`config.mk`:
```
export PLATFORM = sky130hd
export DESIGN_NAME = aes_result_collector
export DESIGN_NICKNAME = d
export VERILOG_FILES = /design/src/rtl/aes_result_collector.sv
export SDC_FILE = /design/constraint.sdc
export NUM_CORES = 1
export LEC_CHECK = 0
export CORE_AREA = 2 2 206 208
export DETAILED_ROUTE_END_ITERATION = 16
export DIE_AREA = 0 0 208 210
export GPL_TIMING_DRIVEN = 0
export SYNTH_ARGS = -nofsm -noshare
export SYNTH_HDL_FRONTEND = slang
export SYNTH_SLANG_ARGS = --single-unit
```
`constraint.sdc`:
```
create_clock -name clk -period 3.2 [get_ports clk]
set_input_delay 0.8 -clock clk [delete_from_list [all_inputs] [get_ports clk]]
set_output_delay 0.8 -clock clk [all_outputs]
set_load 0.005 [all_outputs]
```
`src/rtl/aes_result_collector.sv`:
```
// Return-path collector for the three AES engines: re-orders finished blocks into dispatch
// order, streams them out over valid/ready and releases each engine with a one-cycle ack.
module aes_result_collector #(
    parameter int DATA_W      = 128,
    parameter int ORDER_DEPTH = 4
) (
    input  logic              clk,
    input  logic              rst,
    input  logic              disp_valid,
    input  logic [1:0]        disp_id,
    input  logic              disp_encrypt,
    input  logic              ready1,
    input  logic              ready2,
    input  logic              ready3,
    input  logic [DATA_W-1:0] result1,
    input  logic [DATA_W-1:0] result2,
    input  logic [DATA_W-1:0] result3,
    output logic              ack1,
    output logic              ack2,
    output logic              ack3,
    output logic              out_valid,
    input  logic              out_ready,
    output logic [DATA_W-1:0] out_data,
    output logic              out_encrypt,
    output logic [2:0]        pending,
    output logic              err
);

    localparam int         PTR_W   = (ORDER_DEPTH > 1) ? $clog2(ORDER_DEPTH) : 1;
    localparam logic [2:0] DEPTH_C = 3'(ORDER_DEPTH);

    typedef enum logic {
        IDLE,
        HOLD
    } state_e;

    state_e             state_q, state_d;
    logic [2:0]         fifo_q [ORDER_DEPTH];
    logic [2:0]         fifo_d [ORDER_DEPTH];
    logic [PTR_W-1:0]   rd_ptr_q, rd_ptr_d;
    logic [PTR_W-1:0]   wr_ptr_q, wr_ptr_d;
    logic [2:0]         count_q, count_d;
    logic [DATA_W-1:0]  out_data_q, out_data_d;
    logic               out_encrypt_q, out_encrypt_d;
    logic [2:0]         ack_q, ack_d;
    logic               err_q, err_d;

    logic [2:0]         head;
    logic [1:0]         hid;
    logic               head_ready_raw;
    logic [DATA_W-1:0]  head_result;
    logic [2:0]         head_mask;
    logic               empty, full, head_rdy, take, push, overflow, illegal;

    function automatic logic [PTR_W-1:0] ptr_inc(input logic [PTR_W-1:0] p);
        return (p == PTR_W'(ORDER_DEPTH - 1)) ? '0 : p + 1'b1;
    endfunction

    assign head  = fifo_q[rd_ptr_q];
    assign hid   = head[2:1];
    assign empty = (count_q == 3'd0);
    assign full  = (count_q == DEPTH_C);

    always_comb begin
        head_ready_raw = 1'b0;
        head_result    = '0;
        head_mask      = 3'b000;
        case (hid)
            2'd1: begin head_ready_raw = ready1; head_result = result1; head_mask = 3'b001; end
            2'd2: begin head_ready_raw = ready2; head_result = result2; head_mask = 3'b010; end
            2'd3: begin head_ready_raw = ready3; head_result = result3; head_mask = 3'b100; end
            default: ;
        endcase
    end

    // An engine still showing ready during its own ack cycle holds a stale result; never take it twice.
    assign head_rdy = !empty && head_ready_raw && ((ack_q & head_mask) == 3'b000);
    assign take     = head_rdy && (!out_valid || out_ready);
    assign illegal  = disp_valid && (disp_id == 2'd0);
    assign push     = disp_valid && (disp_id != 2'd0) && (!full || take);
    assign overflow = disp_valid && (disp_id != 2'd0) && full && !take;

    always_comb begin
        fifo_d   = fifo_q;
        rd_ptr_d = rd_ptr_q;
        wr_ptr_d = wr_ptr_q;
        count_d  = count_q;
        if (push) begin
            fifo_d[wr_ptr_q] = {disp_id, disp_encrypt};
            wr_ptr_d         = ptr_inc(wr_ptr_q);
        end
        if (take) begin
            rd_ptr_d = ptr_inc(rd_ptr_q);
        end
        case ({push, take})
            2'b10:   count_d = count_q + 3'd1;
            2'b01:   count_d = count_q - 3'd1;
            default: count_d = count_q;
        endcase
        err_d = err_q || overflow || illegal;
    end

    always_comb begin
        state_d       = state_q;
        out_data_d    = out_data_q;
        out_encrypt_d = out_encrypt_q;
        ack_d         = 3'b000;
        if (take) begin
            out_data_d    = head_result;
            out_encrypt_d = head[0];
            ack_d         = head_mask;
        end
        case (state_q)
            IDLE: begin
                if (take) state_d = HOLD;
            end
            HOLD: begin
                if (out_ready) state_d = take ? HOLD : IDLE;
            end
            default: state_d = IDLE;
        endcase
    end

    always_ff @(posedge clk) begin
        if (rst) begin
            state_q       <= IDLE;
            rd_ptr_q      <= '0;
            wr_ptr_q      <= '0;
            count_q       <= 3'd0;
            out_data_q    <= '0;
            out_encrypt_q <= 1'b0;
            ack_q         <= 3'b000;
            err_q         <= 1'b0;
            for (int i = 0; i < ORDER_DEPTH; i++) fifo_q[i] <= 3'b000;
        end else begin
            state_q       <= state_d;
            rd_ptr_q      <= rd_ptr_d;
            wr_ptr_q      <= wr_ptr_d;
            count_q       <= count_d;
            out_data_q    <= out_data_d;
            out_encrypt_q <= out_encrypt_d;
            ack_q         <= ack_d;
            err_q         <= err_d;
            fifo_q        <= fifo_d;
        end
    end

    assign out_valid   = (state_q == HOLD);
    assign out_data    = out_data_q;
    assign out_encrypt = out_encrypt_q;
    assign ack1        = ack_q[0];
    assign ack2        = ack_q[1];
    assign ack3        = ack_q[2];
    assign pending     = count_q;
    assign err         = err_q;

endmodule

```
==> flow_summary.yaml, run 1 <==
floorplan:
  die_h_um: 210
  rows: 75
  coreArea_mm2: 0.0415
  initial_core_util_pct: 18.6
  die_area_mm2: 0.0437
  fp.dieW_um: 208
  io-pin-count: 531
clock_network:
  cts_max_level: 4
  cts.path.max_buffers: 2
  cts_tree: "done"
  clockRootBuffer: "clkbuf_16"
  numCtsBuffers: 17
  clk_pin_slew_ps: 70
  clock_latency_ps: 450
  clock_sinks: 153
  hold_buffers: 0
timing:
  relSlewSlack_pct: 17.8
  setup_slack_ps: -41.3
  fmax_ghz: 0.309
  hold_viol: 0
  worstMarginPinSlew_ps: 1230
  report.final.slew_viol_count: 0
  rsz0062_at_grt: "yes"
  fin_hold_ws_ps: 457
  fin_crit_sh_pct: 101
  setup_violations: 1
  finClkSkew_ps: 10.8
  min_period_ps: 3240
critical_path:
  r2r_cells: 12
  cp_slowest_cell: "mux4_2"
  crit_buf_inv: 2
  crit_arrival_ps: 3610
  worstSetupPathType: "reg -> reg"
  cp_max_fo: 6
  slowest_delay_ps: 600
  worst_setup_path_end_kind: "register"
  r2r_end: "pending[2]$_SDFFE_PP0P_"
  crit_required_ps: 3570
  reg2reg_slack_ps: -40
  cp_cell_sequence: "buf_8 > mux4_2 > mux2i_2 > o2111a_2 > a2111o_1 > nand3_2 > ha_4 > inv_2 > fa_2 > xor2_1 > or3_1 > a21oi_1"
  start_kind: "register"
  r2r-start: "rd_ptr_q[0]$_SDFFE_PP0P_"
  crit_family: "compound AO/OA/AOI/OAI gates"
  crit_start: "rd_ptr_q[0]$_SDFFE_PP0P_"
route:
  drc: 0
  drt_iter0_markers: 515
  antenna_left: 0
  via_count: 9410
  viasPerCell: 4.59
  wl_um: 41900
  firstDrtPassIters: 5
  post_drt_wl_per_cell_um: 20.4
hold_path:
  hold_path_depth: 2
  worstHoldEndpoint: "out_encrypt$_SDFFE_PP0P_"
  hold_path.class: "reg -> reg"
  min-delay-start: "out_encrypt$_SDFFE_PP0P_"
power_and_ir_drop:
  pwr-share-comb_pct: 22.4
  power.share.switching_pct: 26.6
  p_leak_nw: 5.31
  p_seq_share_pct: 36.7
  p_per_area_mw_per_mm2: 366
  ir_drop_mv: 0.262
  p_clk_share_pct: 40.9
  p_sw_mw: 1.40
  p_int_mw: 3.87
cells_and_area:
  layout-drive-gt1-share_pct: 5.69
  stdcell_area_mm2: 0.0144
  fin_cells: 2052
  postLayoutCoreUtil_pct: 34.7
  syn_to_final_growth_pct: 87.0
  fin_nets: 1899
placement:
  dpl.hpwl_um: 33400
  gp_congestion: 0.899
  port_buffers: 529
  pre_cts_ws_ps: -909
  place_area_mm2: 0.0137
  placedCellCount: 2015
yosys:
  async_flop_share_pct: 0
  yosysSeqAreaShare_pct: 39.8
  synth_cell_types: 42
  ys_warn_count: 0
  syn_inst: 947
  postSynthAreaPerCell_um2: 8.13
  synth_flop_cell: "dfxtp_1"
  synth.top_cell.area_share_pct: 39.8
  yosys-top-cells-count: "193 x nand2_1, 153 x dfxtp_1, 125 x nor2_1, 93 x a22o_1, 93 x a31oi_1"
  synth_edf_count: 0
  yosysTopAreaCell: "dfxtp_1"
  synth_area_mm2: 0.00770
  synth.net_count: 1348
  ys_ff_latch: 153
  synth.most_common_cell: "nand2_1"
  synth_area_leaders: "dfxtp_1 40%, a22o_1 11%, nand2_1 9.4%"
run_status:
  violations: "setup timing"
  status: "finished with violations"
global_route:
  grt_max_degree: 17
  grt_antenna_before_repair: 3
  grt.total_usage_pct: 18.6
  grt_pass1_wl_um: 61100
  grt_pass1_vias: 9693
  overflow: 0
job:
  maxCapViolCount: 0
[metal layers]
metal	track usage [%]	part of all wire (%)	wire length (µm)	vias up
met1	21.0	40	16800	4445
met2	33.7	51	21200	408
met4	5.72	1.8	761	0
met3	5.62	7.3	3070	36
met5	0	0	0	-
li1	-	-	-	4521
[layout by cell type (no fill, tap or decap), types with 6 or more instances in the layout]
| master | count |
|---|---|
| clkbuf_16 | 17 |
| nand2_1 | 192 |
| inv_1 | 6 |
| a21oi_1 | 6 |
| mux2i_1 | 44 |
| buf_2 | 16 |
| nand2b_1 | 16 |
| o2bb2ai_1 | 7 |
| nor2_1 | 124 |
| and3_1 | 7 |
| clkdlybuf4s50_1 | 529 |
| a22o_1 | 93 |
| a31oi_1 | 93 |
| a211oi_1 | 28 |
| dfxtp_1 | 151 |
| clkbuf_1 | 63 |
| a221oi_1 | 7 |
| a2bb2oi_1 | 28 |
| buf_4 | 6 |
[area by class of cell]
cell class | instances | area [µm²]
plain buffers | 91 | 402
clock buffers | 22 | 474
clock inverters | 10 | 140
well taps | 539 | 674
flip-flops and latches | 153 | 3070
inverters | 8 | 32.5
multi-input cells | 693 | 4270
repair buffers | 534 | 5330
fillers | 4378 | 27100
diodes | 2 | 5.00
[state kept, by name, summed over array words and instances (netlist names)]
name         flops
ack_q            3
err              1
fifo_q          12
out_data       128
out_encrypt      1
out_valid        1
pending          3
rd_ptr_q         2
wr_ptr_q         2
[power by group through the flow]
| stage | Combinational [mW] | Clock, mW | Sequential, mW |
|---|---|---|---|
| 2_1_floorplan | 0.452 | 0 | 1.98 |
| 3_3_place_gp | 1.17 | 0 | 1.98 |
| 6_report | 1.18 | 2.15 | 1.94 |
| 3_5_place_dp | 1.17 | 0 | 1.98 |
| 5_1_grt | 1.27 | 2.29 | 1.94 |
| 4_1_cts | 1.19 | 2.21 | 1.93 |
[how the worst max path moves through the flow]
stage / endpoint / slack [ps] / cells past startpoint
after floorplan: pending[2]$_SDFFE_PP0P_ / -0.6 / 13
after global placement: out_data[12]$_SDFFE_PP0P_ / -850 / 9
after detailed placement: out_data[27]$_SDFFE_PP0P_ / -910 / 9
after CTS: pending[2]$_SDFFE_PP0P_ / -60 / 12
after global routing: pending[2]$_SDFFE_PP0P_ / -130 / 12
final: pending[2]$_SDFFE_PP0P_ / -40 / 12
[logic make-up after synthesis]
family                   count (synthesis)  share of synthesized area, %
AO/OA/AOI/OAI                          275                          27.4
XOR/XNOR                                 2                         0.228
adder cells (fa/ha/maj)                  7                          1.23
buffers and inverters                  101                          5.49
flip-flops                             153                          39.8
multiplexers                            50                          7.02
AND/OR/NAND/NOR                        359                          18.9
[what timing repair did]
| action | in CTS | in global routing |
|---|---|---|
| gates resized for setup | 22 | 6 |
| pin swaps | 3 | 3 |
| buffers inserted | 4 | 1 |
| setup endpoints to repair | 137 | 2 |
| gates cloned | 0 | 0 |
[metrics by stage]
step	TNS, ps	power (mW)
after floorplan	-0.627	2.43
after global placement	-85910	3.15
after detailed placement	-92080	3.15
after CTS	-61.8	5.33
after global routing	-129	5.50
final	-41.3	5.27
[tightest hold or removal path, cell delays in order, from the launching register on]
cell and delay [ps]:
dfxtp_1 310, nand2_1 50, a21oi_1 50
Power figures use the tool's default switching activity.
==> run 2: changes to the inputs <==
--- a/config.mk
+++ b/config.mk
@@ -9,6 +9,7 @@
 export DETAILED_ROUTE_END_ITERATION = 16
 export DIE_AREA = 0 0 208 210
 export GPL_TIMING_DRIVEN = 0
+export SKIP_LAST_GASP = 1
 export SYNTH_ARGS = -nofsm -noshare
 export SYNTH_HDL_FRONTEND = slang
 export SYNTH_SLANG_ARGS = --single-unit
==> results of run 2 <==
The final DEF is identical to that of run 1; final timing and power are the same.
